[config.mk]
export PLATFORM = sky130hd
export DESIGN_NAME = usart_tx_fifo_flat
export DESIGN_NICKNAME = d
export VERILOG_FILES = /design/src/rtl/usart_tx_fifo_if.sv /design/src/rtl/usart_tx_fifo.sv /design/src/flat_wrapper.sv
export SDC_FILE = /design/constraint.sdc
export NUM_CORES = 1
export LEC_CHECK = 0
export BUFFER_PORTS_ARGS = -buffer_cell sky130_fd_sc_hd__buf_2
export CAP_MARGIN = 20
export CELL_PAD_IN_SITES_DETAIL_PLACEMENT = 0
export CELL_PAD_IN_SITES_GLOBAL_PLACEMENT = 1
export CORE_AREA = 3 3 129 162
export DETAILED_ROUTE_END_ITERATION = 8
export DIE_AREA = 0 0 132 165
export PLACE_DENSITY = 0.48
export SYNTH_ARGS = -nofsm -noshare
export SYNTH_HDL_FRONTEND = slang
export SYNTH_SLANG_ARGS = --single-unit
export TNS_END_PERCENT = 10
[constraint.sdc]
create_clock -name comm_clock -period 4.2 [get_ports comm_clock]
set_input_delay 0.21 -clock comm_clock [delete_from_list [all_inputs] [get_ports comm_clock]]
set_output_delay 0.21 -clock comm_clock [all_outputs]
set_load 0.02 [all_outputs]
[src/rtl/usart_tx_fifo_if.sv]
// Bus-side handshake bundle between the register file, the TX FIFO and the transmitter.
interface usart_tx_fifo_if #(
  parameter int ADDR_BITS = 4
);
  logic [7:0]         write_data;
  logic               write_strobe;
  logic [7:0]         data_out;
  logic               valid;
  logic               ready;
  logic               full;
  logic               empty;
  logic [ADDR_BITS:0] count;
  logic               overflow;
  logic               clear_overflow;

  modport master (
    output write_data, write_strobe, ready, clear_overflow,
    input  data_out, valid, full, empty, count, overflow
  );

  modport slave (
    input  write_data, write_strobe, ready, clear_overflow,
    output data_out, valid, full, empty, count, overflow
  );
endinterface

[src/rtl/usart_tx_fifo.sv]
// Fall-through byte FIFO feeding the USART transmitter; write visible one cycle after strobe.
// Writes while full (and not popping) are dropped and flagged in a sticky overflow bit.
module usart_tx_fifo #(
  parameter int ADDR_BITS = 4
) (
  input  logic            comm_clock,
  input  logic            reset,
  usart_tx_fifo_if.slave  bus
);
  localparam logic [ADDR_BITS:0] DEPTH = {1'b1, {ADDR_BITS{1'b0}}};
  localparam logic [ADDR_BITS:0] ONE   = {{ADDR_BITS{1'b0}}, 1'b1};

  logic [7:0]         r_mem [2**ADDR_BITS];
  logic [ADDR_BITS:0] r_wr_ptr;
  logic [ADDR_BITS:0] r_rd_ptr;
  logic [ADDR_BITS:0] r_count;
  logic               r_overflow;

  logic w_pop;
  logic w_push;
  logic w_drop;

  // A pop frees a slot in the same cycle, so a full FIFO still accepts a write alongside it.
  always_comb begin
    w_pop  = bus.ready && bus.valid;
    w_push = bus.write_strobe && (!bus.full || w_pop);
    w_drop = bus.write_strobe && bus.full && !w_pop;
  end

  always_ff @(posedge comm_clock) begin
    if (reset) begin
      r_wr_ptr   <= '0;
      r_rd_ptr   <= '0;
      r_count    <= '0;
      r_overflow <= 1'b0;
    end else begin
      if (w_push) r_wr_ptr <= r_wr_ptr + ONE;
      if (w_pop)  r_rd_ptr <= r_rd_ptr + ONE;
      case ({w_push, w_pop})
        2'b10:   r_count <= r_count + ONE;
        2'b01:   r_count <= r_count - ONE;
        default: r_count <= r_count;
      endcase
      if (w_drop)                  r_overflow <= 1'b1;
      else if (bus.clear_overflow) r_overflow <= 1'b0;
    end
  end

  always_ff @(posedge comm_clock) begin
    if (!reset && w_push) r_mem[r_wr_ptr[ADDR_BITS-1:0]] <= bus.write_data;
  end

  assign bus.data_out = r_mem[r_rd_ptr[ADDR_BITS-1:0]];
  assign bus.empty    = (r_count == '0);
  assign bus.full     = (r_count == DEPTH);
  assign bus.valid    = !bus.empty;
  assign bus.count    = r_count;
  assign bus.overflow = r_overflow;
endmodule

[src/flat_wrapper.sv]
// flat-port wrapper written by rule: the top's interface ports become plain ports
module usart_tx_fifo_flat 
#(
  parameter int ADDR_BITS = 4
)
  (comm_clock, reset, bus_write_data, bus_write_strobe, bus_ready, bus_clear_overflow, bus_data_out, bus_valid, bus_full, bus_empty, bus_count, bus_overflow);
  usart_tx_fifo_if #(.ADDR_BITS(ADDR_BITS)) bus_i ();
  input  logic comm_clock;
  input  logic reset;
  input wire logic [$bits(bus_i.write_data)-1:0] bus_write_data;
  input wire logic [$bits(bus_i.write_strobe)-1:0] bus_write_strobe;
  input wire logic [$bits(bus_i.ready)-1:0] bus_ready;
  input wire logic [$bits(bus_i.clear_overflow)-1:0] bus_clear_overflow;
  output wire logic [$bits(bus_i.data_out)-1:0] bus_data_out;
  output wire logic [$bits(bus_i.valid)-1:0] bus_valid;
  output wire logic [$bits(bus_i.full)-1:0] bus_full;
  output wire logic [$bits(bus_i.empty)-1:0] bus_empty;
  output wire logic [$bits(bus_i.count)-1:0] bus_count;
  output wire logic [$bits(bus_i.overflow)-1:0] bus_overflow;
  assign bus_i.write_data = bus_write_data;
  assign bus_i.write_strobe = bus_write_strobe;
  assign bus_i.ready = bus_ready;
  assign bus_i.clear_overflow = bus_clear_overflow;
  assign bus_data_out = bus_i.data_out;
  assign bus_valid = bus_i.valid;
  assign bus_full = bus_i.full;
  assign bus_empty = bus_i.empty;
  assign bus_count = bus_i.count;
  assign bus_overflow = bus_i.overflow;
  usart_tx_fifo #(.ADDR_BITS(ADDR_BITS)) u_core (.comm_clock(comm_clock), .reset(reset), .bus(bus_i));
endmodule
# == Word level (Yosys, flattened, before mapping) ==
# Memories as Yosys holds them, arrays and structs flattened. A register that Yosys moved wholly into a read port is not among the register bits.
# Index checks and enable logic that the tools add are counted.
# op_classes
multipliers,0
n_bitwise,0
magnitude_cmp,0
shift,0
mux,7
n_eq_ne,3
n_reduce_logical,13
n_addsub,4
div,0
# op_table
operator,count
"5-bit by 1-bit adder with 5-bit output, second input constant",3
5-bit one-hot mux with 2 select lines,1
4-bit two-way mux,2
"5-bit == test, second input constant",1
1-bit logical AND,5
5-bit logical NOT,1
"5-bit by 1-bit subtractor with 5-bit output, second input constant",1
1-bit logical NOT,4
1-bit two-way mux,4
2-bit nonzero test,2
"2-bit by 1-bit == test with 1-bit output, second input constant",1
"2-bit == test, second input constant",1
1-bit logical OR,1
# totals
ff_bits,16
out_inout_bits,17
ramBits,128
latch_bits,0
wordCells,32
rom_bits,0
n_memories,1
# mem_list
memory,words,width,read_ports,rd_clocked_by_memory_dff,write_ports,line_no,rtl
u_core.r_mem,16,8,1,1,1,usart_tx_fifo.sv:13,logic [7:0] r_mem [2**ADDR_BITS];

# == Longest topological paths before layout ==
# Gate-level depths: netlist of run 1.
# logic_depth
word_depth,8
depth_mapped,11
depth_no_buf,10

# == Worst setup path after synthesis of run 1 ==
# No wires, ideal clock.
# synth_timing
kind,register -> register
start,"register u_core.r_count[0], in the netlist u_core.bus.count[0]"
end,"register u_core.r_count[4], in the netlist u_core.bus.count[4]"
slack_ns,1.207
stages_incl_launch_ff,11
t_arrival_ns,2.872
synth_period_minus_slack_ns,2.993
path_buffers,1
setup_time_ns,0.121
path_cell_list,dfxtp_1 or4_1 buf_6 o31ai_4 ha_1 inv_1 fa_1 nand2b_1 a21oi_1 mux2i_1 mux2_2
# synth_between
elab_chain_cells,7
elab_cells_between_ends,13
# synth_rtl
element,line_no,rtl
from (decl),usart_tx_fifo.sv:16,logic [ADDR_BITS:0] r_count;
from (signal assigned),usart_tx_fifo.sv:40,2'b10: r_count <= r_count + ONE;
from (signal assigned),usart_tx_fifo.sv:41,2'b01: r_count <= r_count - ONE;
from (signal assigned),usart_tx_fifo.sv:42,default: r_count <= r_count;
5-bit logical NOT,usart_tx_fifo.sv:54,assign bus.empty = (r_count == '0);
1-bit logical NOT,usart_tx_fifo.sv:56,assign bus.valid = !bus.empty;
1-bit logical AND,usart_tx_fifo.sv:25,w_pop = bus.ready && bus.valid;
1-bit logical OR,usart_tx_fifo.sv:26,w_push = bus.write_strobe && (!bus.full || w_pop);
1-bit logical AND,usart_tx_fifo.sv:26,
2-bit by 1-bit == test with 1-bit output / 2-bit == test (equally long branches),usart_tx_fifo.sv:39,"case ({w_push, w_pop})"
5-bit one-hot mux with 2 select lines / 2-bit nonzero test (equally long branches),--,
# Parallel ways exist; a longest one is shown, timed or not.
# A chain may end at the register's enable or synchronous reset.

# == Final worst setup path of run 1 ==
# Ends and elaborated chain as after synthesis.

==> results of run 1 <==
[worst max path at each step]
stage,start,endpoint,slack (ns),cells past startpoint
6_report,u_core.bus.count[0],u_core.bus.count[4],0.93,9
5_1_grt,u_core.bus.count[0],u_core.bus.count[4],0.72,9
4_1_cts,u_core.bus.count[0],u_core.bus.count[4],0.90,9
3_5_place_dp,u_core.bus.count[0],u_core.bus.count[4],0.91,9
3_3_place_gp,u_core.bus.count[0],u_core.bus.count[4],0.98,9
2_1_floorplan,u_core.bus.count[0],u_core.bus.count[4],1.21,10
[placed cells by master (no fill, tap or decap), types with 2 or more instances in the layout]
master       n
nand3b_1     2
dfxtp_1     17
nor2b_1      4
nand3_1      3
edfxtp_1   128
ha_1         9
inv_4        2
clkinv_4     3
xor2_1       6
a22oi_1     16
nand2_1     14
mux4_2      32
nor2_1      39
a21oi_1      7
clkbuf_16   19
o211ai_1     2
buf_4        4
clkinv_2     7
buf_2       29
or3_1        3
inv_1        8
mux2i_1      2
[layout make-up]
cell class | count | area, sq um | share of cell area
sequential | 146 | 4205 | 0.6179
multi-input combinational | 155 | 1506 | 0.2214
clock buffer | 19 | 475.5 | 0.06987
tap | 265 | 331.6 | 0.04872
timing repair buffer | 33 | 175.2 | 0.02574
clock inverter | 13 | 81.33 | 0.01195
inverter | 8 | 30.03 | 0.004413
[power breakdown]
part	switching [mW]	internal [mW]	total, mW
sequential	0.0867	1.62	1.71
clock	0.584	0.819	1.40
combinational	0.409	0.305	0.714
[worst reg2reg max path: stages (launching register included)]
cell and delay (ns):
dfxtp_1 0.35, or4_1 0.75, o31ai_4 0.34, ha_1 0.32, inv_1 0.10, fa_1 0.40, nand2b_1 0.17, a21oi_1 0.16
mux2i_1 0.23, mux2_2 0.35
[state kept, by name, summed over array words and instances, names as in the netlist, named ones only]
register / cells
u_core.bus.count: 5
u_core.bus.overflow: 1
u_core.r_mem: 128
u_core.r_rd_ptr: 4
u_core.r_wr_ptr: 4
[synthesized netlist by cell type]
| library cell | n | area (sq um) |
|---|---|---|
| o211ai_1 | 2 | 15.01 |
| fa_1 | 1 | 20.02 |
| and3_1 | 1 | 6.260 |
| dfxtp_1 | 18 | 360.4 |
| nand3b_1 | 2 | 15.01 |
| or3_4 | 1 | 11.26 |
| inv_1 | 8 | 30.03 |
| buf_2 | 3 | 15.01 |
| nand3_1 | 3 | 15.01 |
| nand2_1 | 14 | 52.55 |
| a22oi_1 | 16 | 120.1 |
| or4_1 | 1 | 7.510 |
| o31ai_4 | 1 | 21.27 |
| buf_6 | 1 | 11.26 |
| nor3_1 | 1 | 5.000 |
| clkbuf_1 | 8 | 30.03 |
| nor2b_1 | 4 | 25.02 |
| o21ai_2 | 1 | 8.760 |
| a21oi_1 | 7 | 35.03 |
| edfxtp_1 | 128 | 3844 |
| buf_1 | 2 | 7.510 |
| or3_1 | 3 | 18.77 |
| and2_1 | 1 | 6.260 |
| nor2_1 | 39 | 146.4 |
| mux2i_1 | 2 | 20.02 |
| a21o_1 | 1 | 7.510 |
| nor4_1 | 1 | 6.260 |
| xor2_1 | 6 | 52.55 |
| ha_1 | 9 | 112.6 |
| mux4_2 | 32 | 720.7 |
| o311ai_2 | 1 | 16.27 |
| xnor2_1 | 1 | 8.760 |
| nor4bb_1 | 1 | 10.01 |
| mux2_2 | 1 | 11.26 |
| o21ai_0 | 1 | 5.000 |
| nand2b_1 | 1 | 6.260 |
[layer usage]
| metal | vias to the layer above | track usage | wire [um] |
|---|---|---|---|
| met5 | - | 0 | 0 |
| met4 | 0 | 0.03868 | 160 |
| met3 | 12 | 0.03595 | 490 |
| met2 | 72 | 0.2138 | 6549 |
| met1 | 1497 | 0.1492 | 5314 |
| li1 | 1348 | - | - |
[cells by family after synthesis]
family,after synthesis,share of synthesized area
DFF,146,0.7243
and+or+nand+nor,73,0.05712
muxes,35,0.1296
AOI/OAI and AO/OA,30,0.03945
buffers and inverters,22,0.01617
adders and majority gates,10,0.02285
xor gates and xnor gates,7,0.01056
==> summary.md, run 1 <==
| Metric | Value |
|---|---|
| Mapped Cells | `323` |
| Sum Neg Setup Slack | `0 ns` |
| Worst-Margin Slew | `1.029 ns` |
| Port Buf Inserts | `29` |
| Post-layout instance area | `6805 sq um` |
| Crit path DAT | `3.58 ns` |
| Crit path capture type | `flip-flop` |
| Synthesized cell area | `5804 sq um` |
| Post-CTS Resized | `0` |
| DRT iter0 DRCs | `215` |
| R2R Setup Slk | `0.93 ns` |
| Nets | `384` |
| Setup Fix Bufs, Post-CTS | `0` |
| Placed cell area | `6248 sq um` |
| CTS H-tree depth | `4` |
| IO Count | `30` |
| Initial Util | `0.2981` |
| Leakage power | `2.251 nW` |
| CP max stage cell | `or4_1` |
| Vias per inst | `4.584` |
| First-pass GRT wire length | `19410 um` |
| Clock transition at path regs | `0.06 ns` |
| Type of the worst setup path | `flip-flop to flip-flop` |
| Ant diodes | `0` |
| Largest net degree at the start of global routing | `23` |
| Final worst path period share | `0.7780` |
| Register area share after synthesis | `0.7243` |
| Pre-antenna DRT Iters | `4` |
| Antenna violations before repair | `0` |
| Crit path launch type | `flip-flop` |
| Buf+Inv Stages, Crit Path | `1` |
| Mean Syn Cell Area | `17.97 sq um` |
| Hold EP | `u_core.bus.overflow` |
| CP top delay family | `simple AND/OR/NAND/NOR gates` |
| Hpwl dp | `8562 um` |
| Total of max-cap violations | `0` |
| Fmax | `306.0 MHz` |
| # placed instances | `607` |
| ANT nets after route | `0` |
| Crit-path cells | `or4_1 -> o31ai_4 -> ha_1 -> inv_1 -> fa_1 -> nand2b_1 -> a21oi_1 -> mux2i_1 -> mux2_2` |
| Die area | `21780 sq um` |
| Hold WS | `0.09706 ns` |
| Unrepaired setup endpoints after global routing | `false` |
| Minimum clock period | `3.268 ns` |
| Outcome | `completed` |
| Worst Skew | `0.01097 ns` |
| Hold-fix buffers, CTS | `0` |
| Hold Fails Final Rpt | `0` |
| Fillers | `1851` |
| Routed WL | `12510 um` |
| Yosys cell types | `36` |
| Syn nets | `346` |
| Seq cells post-synth | `146` |
| Reg-to-Reg Start | `u_core.bus.count[0]` |
| R2r endpoint | `u_core.bus.count[4]` |
| Worst-Skew Late Latency | `0.42 ns` |
| Finished Layout Cells | `639` |
| Final worst slack | `0.9324 ns` |
| Pwr Total | `3.830 mW` |
| Worst path max stage delay | `0.75 ns` |
| Core Box Area | `19470 sq um` |
| Worst slack, placed | `0.9092 ns` |
| Power Density | `562.8 nW/um^2` |
| Site row count | `57` |
| Peak supply drop | `0.4039 mV` |
| Post-route DRC | `0` |
| Vias in the first global route | `3122` |
| Hold Startpoint | `bus_clear_overflow` |
| CTS Buf Count | `17` |
| R2R depth | `9` |
| Clock buffer depth | `2` |
| Setup violators final | `0` |
| Slew Limit Fails | `0` |
| TritonCTS clock tree | `done` |
| Chip Height | `165 um` |
| Die X | `132 um` |
| WHS Path Cells | `4` |
| CP Max Fanout | `9` |
| Yosys warns | `0` |
| Layout cell share with drive strength beyond 1 | `0.2754` |
| Min-delay worst type | `input pin to flip-flop` |
| CP required | `4.51 ns` |
| Via count | `2929` |
| GR Util All Layers | `0.1234` |
| Post-layout util | `0.3495` |
| GRT Residual Overflow | `0` |
| Area delta synth->final | `17.25%` |
| Gpl congestion | `0.7136` |
| # clock sinks | `146` |
| Rel. slew slack | `0.3115` |
| Routed wire per std cell | `19.58 um` |
| Clock root buffer | `clkbuf_16` |
Note: power is estimated with default switching activity, not from simulation.
==> inputs of run 2 (changes only) <==
==> constraint.sdc (replaced) <==
create_clock -name comm_clock -period 3.2 [get_ports comm_clock]
set_input_delay 0.16 -clock comm_clock [delete_from_list [all_inputs] [get_ports comm_clock]]
set_output_delay 0.16 -clock comm_clock [all_outputs]
set_load 0.02 [all_outputs]
==> run 2 against run 1 <==
Effect of this change: final cell count grew 2.2%; die area is the same; combinational power grew 41%; core utilization grew 0.36 points; sequential cell count is the same; clock skew shrank 0.0016 ns; count of clock-buffer cells in the layout grew 8; critical path depth is the same; worst hold slack lost 0.040 ns; critical path type unchanged.
==> summary.md, run 2 (same netlist as run 1, synthesis figures left out) <==
| Metric | Value |
|---|---|
| Outcome | `completed` |
| Die X | `132 um` |
| Setup Fix Bufs, Post-CTS | `0` |
| Type of the worst setup path | `flip-flop to flip-flop` |
| Min-delay worst type | `input pin to flip-flop` |
| First-pass GRT wire length | `19710 um` |
| Core Box Area | `19470 sq um` |
| Area delta synth->final | `18.45%` |
| Worst-Skew Late Latency | `0.42 ns` |
| GR Util All Layers | `0.1247` |
| Setup violators final | `0` |
| Total of max-cap violations | `0` |
| TritonCTS clock tree | `done` |
| Vias in the first global route | `3210` |
| CTS Buf Count | `17` |
| Crit path capture type | `flip-flop` |
| CP required | `3.51 ns` |
| Worst slack, placed | `0.1577 ns` |
| Leakage power | `2.298 nW` |
| Unrepaired setup endpoints after global routing | `false` |
| Sum Neg Setup Slack | `0 ns` |
| Max reg flops | `128` |
| Clock root buffer | `clkbuf_16` |
| Highest-count cells in the layout ignoring fill and taps | `128 x edfxtp_1, 39 x nor2_1, 32 x mux4_2` |
| Layout cell share with drive strength beyond 1 | `0.2835` |
| Clock transition at path regs | `0.06 ns` |
| Via count | `3016` |
| Switch share | `0.2738` |
| Antenna violations before repair | `0` |
| Routed WL | `12590 um` |
| Final worst path period share | `0.9531` |
| DRT iter0 DRCs | `195` |
| Flop pwr share | `0.442` |
| Final worst slack | `0.1502 ns` |
| Hold Fails Final Rpt | `0` |
| # clock sinks | `146` |
| Ant diodes | `0` |
| ANT nets after route | `0` |
| Worst-Margin Slew | `0.9694 ns` |
| Chip Height | `165 um` |
| Crit path launch type | `flip-flop` |
| Power Density | `722.6 nW/um^2` |
| Minimum clock period | `3.050 ns` |
| Slew Limit Fails | `0` |
| Initial Util | `0.2981` |
| IO Count | `30` |
| Worst path max stage delay | `0.66 ns` |
| Crit-path cells | `or4_1 -> o31ai_4 -> ha_1 -> inv_1 -> fa_1 -> nand2b_1 -> a21oi_1 -> mux2i_1 -> mux2_2` |
| Gpl congestion | `0.7208` |
| Vias per inst | `4.619` |
| Hold-fix buffers, CTS | `0` |
| Routed wire per std cell | `19.28 um` |
| Combinational Power Share | `0.204` |
| Switching pwr | `1.360 mW` |
| Post-layout util | `0.3531` |
| Peak supply drop | `0.3507 mV` |
| Rel. slew slack | `0.3514` |
| Fmax | `327.9 MHz` |
| Commonest non-fill, non-tap cell in the layout | `edfxtp_1` |
| Fillers | `1863` |
| CP max stage cell | `or4_1` |
| Post-route DRC | `0` |
| CTS H-tree depth | `4` |
| Port Buf Inserts | `29` |
| Post-CTS Resized | `0` |
| Largest net degree at the start of global routing | `33` |
| Worst Skew | `0.009400 ns` |
| Pre-antenna DRT Iters | `4` |
| Int Power | `3.608 mW` |
| Site row count | `57` |
| Die area | `21780 sq um` |
| Nets | `398` |
| Clock buffer depth | `2` |
| Hpwl dp | `8307 um` |
| Crit path DAT | `3.36 ns` |
| Clock power frac | `0.354` |
| GRT Residual Overflow | `0` |
| CP Max Fanout | `5` |
## run 2: per-stage QoR
stage	hold slack, ns	cells	power (mW)	cell area [sq um]
4_1_cts	0.04605	653	5.053	6875
3_3_place_gp	0.4776	621	3.277	6354
5_1_grt	0.06223	653	5.221	6875
3_5_place_dp	0.4913	621	3.280	6354
2_1_floorplan	0.2589	323	2.972	5804
6_report	0.05686	653	4.968	6875
## run 2: critical path: cells and delay by family (launching register included)
kind | cells | cell delay (ns)
and+or+nand+nor | 2 | 0.82
adders and majority gates | 2 | 0.70
muxes | 2 | 0.56
AOI/OAI and AO/OA | 2 | 0.40
DFF | 1 | 0.34
buffers and inverters | 1 | 0.11
## run 2: per-layer routing
| metal | global-route usage | wire [um] | vias to the layer above |
|---|---|---|---|
| met2 | 0.2183 | 6639 | 71 |
| met1 | 0.1438 | 5217 | 1556 |
| met3 | 0.03748 | 495 | 15 |
| li1 | - | - | 1374 |
| met4 | 0.04967 | 238 | 0 |
| met5 | 0 | 0 | - |
## run 2: power groups by stage
| stage | Combinational, mW | Clock, mW | Sequential [mW] |
|---|---|---|---|
| after floorplan | 0.727 | 0 | 2.25 |
| after global placement | 1.04 | 0 | 2.24 |
| after detailed placement | 1.04 | 0 | 2.24 |
| after CTS | 1.04 | 1.81 | 2.20 |
| after global routing | 1.12 | 1.89 | 2.21 |
| final | 1.01 | 1.76 | 2.20 |
## run 2: final cells by class
class                           instances  area (sq um)  area share
Clock buffer                           27         493.0     0.07170
Clock inverter                          5         28.78    0.004186
Inverter                                8         30.03    0.004368
Multi-Input combinational cell        155          1506      0.2191
Sequential cell                       146          4205      0.6116
Tap cell                              265         331.6     0.04823
Timing Repair Buffer                   47         280.3     0.04076
## run 2: final timing paths
kind	to	slack, ns	cells past startpoint	startpoint
worst min register to register	u_core.r_wr_ptr[1]	0.52	2	u_core.r_wr_ptr[1]
worst min-delay path	u_core.bus.overflow	0.06	4	bus_clear_overflow
worst max register to register	u_core.bus.count[4]	0.15	9	u_core.bus.count[1]
worst max-delay path	u_core.bus.count[4]	0.15	9	u_core.bus.count[1]
